**src/rtl/uart_rx_pkg.sv**
```systemverilog
// Shared types and constants for the 16x-oversampling UART receiver.
package uart_rx_pkg;

  typedef enum logic [2:0] {
    IDLE,
    START,
    DATA,
    PARITY,
    STOP
  } state_t;

  localparam int unsigned OS_RATE = 16;
  localparam int unsigned PH_W    = $clog2(OS_RATE);

  localparam logic [PH_W-1:0] SAMPLE_PH = PH_W'(7);
  localparam logic [PH_W-1:0] LAST_PH   = PH_W'(15);

endpackage

```
**src/rtl/uart_baud_tick.sv**
```systemverilog
// Baud 16x tick generator: one-cycle tick every div+1 clocks, held off while clr.
module uart_baud_tick #(
  parameter int unsigned DIV_W = 12
) (
  input  logic             mclk,
  input  logic             reset_n,
  input  logic             clr,
  input  logic [DIV_W-1:0] div,
  output logic             tick_c
);

  logic [DIV_W-1:0] tick_cnt;

  // >= lets a divider lowered mid-count take effect at once
  assign tick_c = !clr && (tick_cnt >= div);

  // Free-running counter, restarted on every tick or while cleared
  always_ff @(posedge mclk) begin
    if (!reset_n) begin
      tick_cnt <= '0;
    end else if (clr || tick_c) begin
      tick_cnt <= '0;
    end else begin
      tick_cnt <= tick_cnt + DIV_W'(1);
    end
  end

endmodule

```
**src/rtl/uart_rx_os16.sv**
```systemverilog
// 16x-oversampling UART receiver with single-entry valid/ready holding register.
module uart_rx_os16
  import uart_rx_pkg::*;
#(
  parameter int unsigned DIV_W  = 12,
  parameter int unsigned DATA_W = 8
) (
  input  logic              mclk,
  input  logic              reset_n,
  input  logic              cfg_rx_enb,
  input  logic [DIV_W-1:0]  cfg_baud_16x,
  input  logic              cfg_pen,
  input  logic              cfg_epar,
  input  logic              rxd,
  output logic [DATA_W-1:0] rx_data,
  output logic              rx_valid,
  input  logic              rx_ready,
  output logic              err_frame,
  output logic              err_parity,
  output logic              err_overrun
);

  localparam int unsigned BIT_W = (DATA_W > 1) ? $clog2(DATA_W) : 1;

  state_t            state;
  state_t            state_nxt;
  logic [2:0]        rxd_sync;
  logic [PH_W-1:0]   phase;
  logic [BIT_W-1:0]  bit_cnt;
  logic [DATA_W-1:0] shreg;
  logic              par_err;

  logic tick_c;
  logic rx_s_c;
  logic fall_c;
  logic mid_c;
  logic end_c;
  logic shift_c;
  logic par_chk_c;
  logic bit_inc_c;
  logic load_c;
  logic fe_c;
  logic pe_c;
  logic ov_c;

  assign rx_s_c = rxd_sync[1];
  assign fall_c = rxd_sync[2] & ~rxd_sync[1];
  assign mid_c  = tick_c && (phase == SAMPLE_PH);
  assign end_c  = tick_c && (phase == LAST_PH);

  uart_baud_tick #(
    .DIV_W (DIV_W)
  ) u_tick (
    .mclk    (mclk),
    .reset_n (reset_n),
    .clr     (state == IDLE),
    .div     (cfg_baud_16x),
    .tick_c  (tick_c)
  );

  // State register
  always_ff @(posedge mclk) begin
    if (!reset_n) begin
      state <= IDLE;
    end else begin
      state <= state_nxt;
    end
  end

  // Next-state and datapath strobes
  always_comb begin
    state_nxt = state;
    shift_c   = 1'b0;
    par_chk_c = 1'b0;
    bit_inc_c = 1'b0;
    load_c    = 1'b0;
    fe_c      = 1'b0;
    pe_c      = 1'b0;
    ov_c      = 1'b0;
    case (state)
      IDLE: begin
        if (cfg_rx_enb && fall_c) state_nxt = START;
      end
      START: begin
        if (mid_c && rx_s_c) state_nxt = IDLE;
        else if (end_c)      state_nxt = DATA;
      end
      DATA: begin
        shift_c = mid_c;
        if (end_c) begin
          if (bit_cnt == BIT_W'(DATA_W - 1)) state_nxt = cfg_pen ? PARITY : STOP;
          else                               bit_inc_c = 1'b1;
        end
      end
      PARITY: begin
        par_chk_c = mid_c;
        if (end_c) state_nxt = STOP;
      end
      STOP: begin
        if (mid_c) begin
          state_nxt = IDLE;
          if (!rx_s_c)                  fe_c   = 1'b1;
          else if (par_err)             pe_c   = 1'b1;
          else if (rx_valid && !rx_ready) ov_c = 1'b1;
          else                          load_c = 1'b1;
        end
      end
      default: state_nxt = IDLE;
    endcase
    // Disable abandons any partial frame without reporting
    if (!cfg_rx_enb) begin
      state_nxt = IDLE;
      shift_c   = 1'b0;
      par_chk_c = 1'b0;
      bit_inc_c = 1'b0;
      load_c    = 1'b0;
      fe_c      = 1'b0;
      pe_c      = 1'b0;
      ov_c      = 1'b0;
    end
  end

  // Line synchroniser, oversampling counters and shift register
  always_ff @(posedge mclk) begin
    if (!reset_n) begin
      rxd_sync <= 3'b111;
      phase    <= '0;
      bit_cnt  <= '0;
      shreg    <= '0;
      par_err  <= 1'b0;
    end else begin
      rxd_sync <= {rxd_sync[1:0], rxd};
      if (state == IDLE) begin
        phase   <= '0;
        bit_cnt <= '0;
        par_err <= 1'b0;
      end else begin
        if (tick_c)    phase   <= phase + PH_W'(1);
        if (bit_inc_c) bit_cnt <= bit_cnt + BIT_W'(1);
        if (par_chk_c) par_err <= rx_s_c != ((^shreg) ^ ~cfg_epar);
      end
      if (shift_c) shreg <= {rx_s_c, shreg[DATA_W-1:1]};
    end
  end

  // Holding register, handshake and error pulses
  always_ff @(posedge mclk) begin
    if (!reset_n) begin
      rx_data     <= '0;
      rx_valid    <= 1'b0;
      err_frame   <= 1'b0;
      err_parity  <= 1'b0;
      err_overrun <= 1'b0;
    end else begin
      if (load_c) rx_data <= shreg;
      rx_valid    <= load_c | (rx_valid & ~rx_ready);
      err_frame   <= fe_c;
      err_parity  <= pe_c;
      err_overrun <= ov_c;
    end
  end

endmodule

```
**config.mk**
```make
export PLATFORM = sky130hd
export DESIGN_NAME = uart_rx_os16
export DESIGN_NICKNAME = d
export VERILOG_FILES = /design/src/rtl/uart_rx_pkg.sv /design/src/rtl/uart_baud_tick.sv /design/src/rtl/uart_rx_os16.sv
export SDC_FILE = /design/constraint.sdc
export NUM_CORES = 1
export LEC_CHECK = 0
export ABC_CLOCK_PERIOD_IN_PS = 4300
export BUFFER_PORTS_ARGS = -buffer_cell sky130_fd_sc_hd__buf_2
export CORE_MARGIN = 3
export CORE_UTILIZATION = 30
export CTS_BUF_LIST = sky130_fd_sc_hd__clkbuf_4
export DETAILED_ROUTE_END_ITERATION = 10
export HOLD_SLACK_MARGIN = 0.12
export SLEW_MARGIN = 40
export SYNTH_ARGS = -nofsm -noshare
export SYNTH_HDL_FRONTEND = slang
export SYNTH_SLANG_ARGS = --single-unit
```
**constraint.sdc**
```tcl
create_clock -name mclk -period 4.3 [get_ports mclk]
set_input_delay 0.86 -clock mclk [delete_from_list [all_inputs] [get_ports mclk]]
set_output_delay 0.86 -clock mclk [all_outputs]
set_load 0.02 [all_outputs]
```
After elaboration in Yosys (flattened, before gate mapping)
Cells that the tools add are included.
- reductions and logical operators: 18
- add/sub/neg operators: 3
- muxes and demuxes: 26
- equality and inequality tests: 14
- bitwise logic cells: 11
- order comparisons: 1
- operator list (cell ; number):
    two-way mux 3 bit ; 8
    two-way mux 1 bit ; 17
    one-hot mux 3 bit (5 select lines) ; 1
    adder 12 x 1 -> 12 bit, second input constant ; 1
    >= comparator 12 bit ; 1
    != test 2 bit, second input constant ; 5
    parity 8 bit ; 1
    inverter 1 bit ; 7
    == test 3 x 2 -> 1 bit, second input constant ; 2
    == test 3 bit, second input constant ; 2
    logical AND 1 bit ; 6
    AND reduction 6 bit ; 1
    OR reduction 6 bit ; 1
    AND reduction 5 bit ; 1
    adder 4 x 1 -> 4 bit, second input constant ; 1
    == test 4 x 3 -> 1 bit, second input constant ; 1
    == test 4 bit, second input constant ; 1
    AND reduction 4 bit ; 1
    OR reduction 2 bit ; 2
    adder 3 x 1 -> 3 bit, second input constant ; 1
    == test 3 x 1 -> 1 bit, second input constant ; 1
    logical NOT 3 bit ; 1
    != test 3 bit, second input constant ; 1
    AND 1 bit ; 2
    6 further kinds ; 7
- word-level logic and storage cells: 85
- output and inout port bits: 12
- bits in registers: 46

Logic depth before layout (Yosys ltp)
Gate-level depths: netlist (run 1).
- depth in word-level cells: 9
- gate-level depth with buffers: 10
- gate-level depth less buffers: 8

Cells and area by module
From an unflattened synthesis (run 1), not the netlist that was laid out.
- cells, all modules: 265
- area total of the unflattened synthesis: 2452.4 sq um
- by module, submodules not included (module ; area an instance (sq um) ; cells an instance ; seq. area each (sq um) ; times used):
    uart_rx_os16 ; 1572.8 ; 165 ; 680.7 ; 1
    uart_baud_tick ; 879.6 ; 100 ; 240.2 ; 1

Least setup slack after synthesis (run 1)
No wires, ideal clock.
- path type: input to register
- start: input cfg_baud_16x[2]
- end: register shreg[1]
- slack: 1.750 ns
- library setup time: 0.132 ns
- arrival: 2.417 ns
- cell stages on the path: 10
- cells stage by stage: inv_1 -> ha_1 -> a211o_1 -> a31oi_1 -> o221ai_2 -> a31o_1 -> buf_6 -> buf_8 -> nand3_1 -> a21oi_1
- longest elaborated chain between the ends: 5
- ends and longest elaborated chain (element ; RTL line ; RTL):
    start: declaration ; uart_rx_os16.sv:11 ; input logic [DIV_W-1:0] cfg_baud_16x,
    >= comparator 12 bit ; uart_baud_tick.sv:15 ; assign tick_c = !clr && (tick_cnt >= div);
    logical AND 1 bit ; uart_baud_tick.sv:15 ;
    logical AND 1 bit ; uart_rx_os16.sv:48 ; assign mid_c = tick_c && (phase == SAMPLE_PH);
    two-way mux 1 bit ; uart_rx_os16.sv:80 ; case (state)
    two-way mux 1 bit ; uart_rx_os16.sv:111 ; if (!cfg_rx_enb) begin
    end signal: assignment ; uart_rx_os16.sv:142 ; if (shift_c) shreg <= {rx_s_c, shreg[DATA_W-1:1]};
    end: declaration ; uart_rx_os16.sv:30 ; logic [DATA_W-1:0] shreg;
No other way between the ends.
A chain may end at the register's enable or synchronous reset.

Final worst setup path (run 1)
- start: input cfg_baud_16x[5]
- end: register rx_data[0]
- longest elaborated chain between the ends: 6
- ends and longest elaborated chain (element ; RTL line ; RTL):
    >= comparator 12 bit ; uart_baud_tick.sv:15 ;
    logical AND 1 bit ; uart_baud_tick.sv:15 ;
    logical AND 1 bit ; uart_rx_os16.sv:48 ;
    two-way mux 1 bit ; uart_rx_os16.sv:100 ; if (mid_c) begin
    two-way mux 1 bit ; uart_rx_os16.sv:80 ;
    two-way mux 1 bit ; uart_rx_os16.sv:111 ;
    end signal: assignment ; uart_rx_os16.sv:155 ; if (load_c) rx_data <= shreg;
    end: declaration ; uart_rx_os16.sv:15 ; output logic [DATA_W-1:0] rx_data,
No other way between the ends.

==> results.toml, run 1 <==
[worst_setup_path]
cp-start-kind = "primary input"
worstPathArrival_ns = 2.92
crit_path_end_kind = "flip-flop"
critPathMaxFanout = 19
worstSetupPathType = "primary input to flip-flop"
cp.required_ns = 4.61

[drt]
top_layer_used = "met4"
drtAntennaViolNets = 0
drc_errors = 0
vias = 2002
drt-initial-drc-count = 50
dr_wl_met3_microns = 259
wl_per_cell_microns = 11.6
dr.pass1.iters = 4
route.met2.wl_microns = 2070
via_per_inst = 4.86
wl_met1_microns = 2380
totalWireLength_microns = 4760

[synthesis]
yosysWarnings = 0
ys_ff_latch = 46
synth-async-reset-ratio_pct = 0
synth.avg_cell_area_sq_um = 8.49
synth_nets = 319
synth_area_sq_um = 2410
synth-seq-area-share_pct = 38.2
syn_inst = 284
synth_cell_type_count = 49
synth_edf_count = 0
synth_ff_type = "dfxtp_1"

[status]
status = "finished, final reports clean"

[die]
initial_core_util_pct = 31.1
die_y_microns = 95.7
num_rows = 32
core_area_sq_um = 7770
die_area_sq_um = 9150
die_w_microns = 95.7
ios = 31

[final_layout]
fin_nets = 344
drive_gt1_share_pct = 15.2
final_common_cell = "dfxtp_1"
final_core_util_pct = 34.9
fill_cells = 848
multi_input_area_sq_um = 1350
antenna_cells = 0
seq_area_sq_um = 921
most-common-layout-cells = "dfxtp_1, buf_2, a21oi_1"
syn2layout_area_growth_pct = 12.2

[power_and_ir_drop]
leakagePower_nw = 1.05
power.density_nw_per_um2 = 273
vdd_drop_max_v = 0.000138

[sta]
hold_viol = 0
fin_crit_ns = 2.61
finalClockSkew_ns = 0.0201
finalCritPeriodShare_pct = 60.8
fmax_mhz = 383
maxSlewViolCount = 0
relSlewSlack_pct = 56.9
setup_viol_count_final = 0
rsz0062_at_grt = "false"
tns_ns = 0
worst_slew_pin_slew_ns = 0.646

[grt]
antenna_found_initial = 0
grt_overflow_total = 0
grtUsageTotal_pct = 11.3
grt_pass1_vias = 1848
grt_first_pass_wirelength_microns = 8350
grt_max_degree = 26

[clock_tree]
cts_hold_buf = 0
cts_setup_buffers = 0
path_clk_slew_ns = 0.15
cts_tree = "yes"
postCtsResizedCells = 0
cts.path.max_buffers = 2
htreeDepth = 2
cts.sinks = 46
clock_latency_ns = 0.37
cts_buffers = 5
root_buffer = "clkbuf_4"

[run]
drv_cap = 0

[placed_design]
gp_congestion = 0.844
portBuffers = 30
hpwl_microns = 3540

[hold_path]
hold_path.class = "flip-flop to flip-flop"
[Yosys cell counts (4+ instances only)]
| cell type | n | area (sq um) |
|---|---|---|
| inv_1 | 18 | 67.6 |
| clkbuf_1 | 5 | 18.8 |
| and3_1 | 4 | 25.0 |
| xnor2_1 | 13 | 114 |
| or3_1 | 4 | 25.0 |
| o21ai_0 | 26 | 130 |
| nor2_1 | 24 | 90.1 |
| nand3_1 | 24 | 120 |
| a21oi_1 | 28 | 140 |
| xor2_1 | 7 | 61.3 |
| nand2b_1 | 5 | 31.3 |
| nand4_1 | 4 | 25.0 |
| dfxtp_1 | 46 | 921 |
| ha_1 | 16 | 200 |
| nand2_1 | 17 | 63.8 |
[worst max-delay path, stage by stage]
cell,delay [ns]
buf_2,0.08
inv_1,0.04
ha_1,0.29
nand2_1,0.06
or3_4,0.37
o221ai_2,0.29
a31o_1,0.62
nand3_1,0.15
a21oi_1,0.16
[registers in the layout (all words and copies together), names as in the netlist]
| register | flops |
|---|---|
| par_err | 1 |
| rx_valid | 1 |
| err_parity | 1 |
| bit_cnt | 3 |
| phase | 4 |
| rxd_sync | 3 |
| rx_data | 8 |
| state | 3 |
| err_overrun | 1 |
| err_frame | 1 |
| shreg | 8 |
| u_tick.tick_cnt | 12 |
[worst paths after layout]
| path | startpoint | end | slack (ns) | cells after the start |
|---|---|---|---|---|
| max | cfg_baud_16x[5] | rx_data[0] | 1.69 | 9 |
| min | rxd_sync[0] | rxd_sync[1] | 0.44 | 1 |
| max reg2reg | u_tick.tick_cnt[2] | bit_cnt[1] | 1.87 | 7 |
| min reg2reg | rxd_sync[0] | rxd_sync[1] | 0.44 | 1 |
[logic make-up (layout without fill, tap and decap cells)]
logic type	Yosys count	in the layout	synth area share, %
mux	1	1	0.415
fa+ha+maj	16	16	8.30
compound gates	71	71	18.0
buf+inv	31	57	5.81
flops	46	46	38.2
simple gates	99	99	22.0
xor+xnor	20	20	7.26
[area by class of cell]
class / instances / share of cell area (%)
clock buffers: 5 / 1.39
flip-flops and latches: 46 / 34.0
repair buffers: 30 / 5.55
clock inverters: 3 / 1.80
multi-input cells: 207 / 49.9
inverters: 19 / 2.63
well taps: 102 / 4.71
[power by group]
part	internal, mW	switching [mW]	leakage, nW
clock network	0.126	0.151	0.0433
registers	0.428	0.00126	0.371
logic	0.0140	0.0183	0.635
[routing by layer]
metal | up-vias | track usage [%]
met5 | - | 0
met4 | 0 | 4.03
met3 | 4 | 2.76
met2 | 45 | 17.5
met1 | 904 | 15.2
li1 | 1049 | -
[per-stage QoR]
stage | std cells | area, sq um | hold WS [ns] | total power [mW] | setup WS, ns
after floorplan | 284 | 2410 | 0.386 | 0.456 | 1.75
after global placement | 404 | 2620 | 0.415 | 0.470 | 1.32
after detailed placement | 404 | 2620 | 0.400 | 0.470 | 1.26
after CTS | 412 | 2710 | 0.444 | 0.750 | 1.68
after global routing | 412 | 2710 | 0.459 | 0.767 | 1.49
final | 412 | 2710 | 0.437 | 0.738 | 1.69
(Power assumes the default switching activity.)
==> inputs of run 2 (changes only) <==
Settings changed: ABC_CLOCK_PERIOD_IN_PS 4300 to 2100.
Clock period 4.3 ns to 2.1 ns, I/O delays scaled along.
==> results.toml, run 2 (synthesis gave the netlist of run 1 again) <==
[status]
status = "finished with violations"
violations = "negative setup slack"

[placed_design]
hpwl_microns = 3770
preCtsSetupSlack_ns = -0.310
placed_area_sq_um = 2820
portBuffers = 30
gp_congestion = 0.833

[clock_tree]
cts.sinks = 46
htreeDepth = 2
root_buffer = "clkbuf_4"
cts_hold_buf = 0
cts_tree = "yes"
path_clk_slew_ns = 0.15
cts.path.max_buffers = 2
cts_buffers = 5
clock_latency_ns = 0.37

[sta]
relSlewSlack_pct = 53.0
fin_crit_ns = 2.12
fmax_mhz = 472
finalClockSkew_ns = 0.00845
rsz0062_at_grt = "true"
hold_viol = 0
maxSlewViolCount = 0
setup_viol_count_final = 2
finalCritPeriodShare_pct = 101
worst_slew_pin_slew_ns = 0.695
final.setup.worst_slack_ns = -0.0180

[worst_setup_path]
worstPathArrival_ns = 2.43
cp.required_ns = 2.41
critPathMaxFanout = 5
cp-start-kind = "flip-flop"
crit_path_end_kind = "flip-flop"
worstSetupPathType = "flip-flop to flip-flop"

[die]
die_w_microns = 95.7
initial_core_util_pct = 31.1
num_rows = 32
ios = 31
core_area_sq_um = 7770
die_area_sq_um = 9150
die_y_microns = 95.7

[final_layout]
design_area_sq_um = 3130
largest_reg_flops = 12
seq_area_sq_um = 928
drive_gt1_share_pct = 28.2
final_core_util_pct = 40.3
multi_input_area_sq_um = 1480
final_common_cell = "dfxtp_1"
largestRegisters = "u_tick.tick_cnt x12, rx_data x8, shreg x8"
regMostFlops = "u_tick.tick_cnt"
fin_nets = 374
syn2layout_area_growth_pct = 29.8
most-common-layout-cells = "dfxtp_1, buf_2, a21oi_1"
fill_cells = 786
antenna_cells = 0

[drt]
via_per_inst = 4.84
drt-initial-drc-count = 62
vias = 2140
totalWireLength_microns = 5450
drc_errors = 0
wl_per_cell_microns = 12.3
drtAntennaViolNets = 0
dr.pass1.iters = 4

[grt]
antenna_found_initial = 0
grtUsageTotal_pct = 12.0
grt_overflow_total = 0
grt_first_pass_wirelength_microns = 8640
grt_pass1_vias = 1897
grt_max_degree = 20

[power_and_ir_drop]
p_int_mw = 1.05
leakagePower_nw = 1.24
p_clk_share_pct = 31.8
switching_power_uw = 360
seqPwrFrac_pct = 62.0
power.total_mw = 1.41
vdd_drop_max_v = 0.000236
pwr-share-comb_pct = 6.3
power.density_nw_per_um2 = 452
swShare_pct = 25.5

[run]
drv_cap = 0

[hold_path]
hold_path.class = "primary input to flip-flop"
## run 2: changes by cell type in the layout (fill, tap and decap cells not counted), sizes merged
| cell | change |
|---|---|
| buf | +29 |
| bufinv | -1 |
| clkbuf | +1 |
| clkinv | +1 |
## run 2: worst paths after layout
path,startpoint,to,slack (ns),cells after the start
max,u_tick.tick_cnt[5],par_err,-0.02,8
min,rxd,rxd_sync[0],0.23,2
max reg2reg,u_tick.tick_cnt[5],par_err,-0.02,8
min reg2reg,rxd_sync[0],rxd_sync[1],0.44,1
## run 2: power by group through the flow
| stage | sequential (mW) | combinational [mW] | clock (mW) |
|---|---|---|---|
| 2_1_floorplan | 0.896 | 0.0392 | 0 |
| 3_3_place_gp | 0.895 | 0.0738 | 0 |
| 3_5_place_dp | 0.895 | 0.0748 | 0 |
| 4_1_cts | 0.877 | 0.0807 | 0.460 |
| 5_1_grt | 0.877 | 0.0987 | 0.494 |
| 6_report | 0.876 | 0.0885 | 0.449 |
## run 2: worst max-delay path, cell delays in order, from the launching register on
cell	delay [ns]
dfxtp_2	0.37
ha_4	0.27
nand2_2	0.05
or3_4	0.37
o221ai_4	0.22
a31oi_4	0.15
buf_12	0.16
or3_1	0.36
a21oi_1	0.12
## run 2: layout make-up
cell class / count / share of cell area (%)
multi-input cells: 207 / 47.3
clock buffers: 5 / 1.20
clock inverters: 3 / 0.799
inverters: 19 / 2.28
repair buffers: 60 / 14.7
well taps: 102 / 4.08
flip-flops and latches: 46 / 29.6
## run 2: timing repair
action / 4_1_cts / 5_1_grt
setup endpoints to repair: 15 / 41
buffers inserted: 4 / 2
gates cloned: 1 / 1
pin swaps: 4 / 15
gates resized for setup: 8 / 28
## run 2: layer usage
layer	part of all wire [%]	track usage (%)	routed length [microns]
met1	48	15.7	2630
met2	46	19.3	2510
met3	4.7	2.84	255
met4	1.0	3.91	55
met5	0	0	0
## run 2: per-stage QoR
stage               cells  hold slack, ns  TNS (ns)
floorplan             284           0.386         0
global placement      426           0.406     -7.13
detailed placement    426           0.396     -7.81
CTS                   439           0.226    -0.698
global route          442           0.229     -1.32
finish                442           0.230   -0.0267
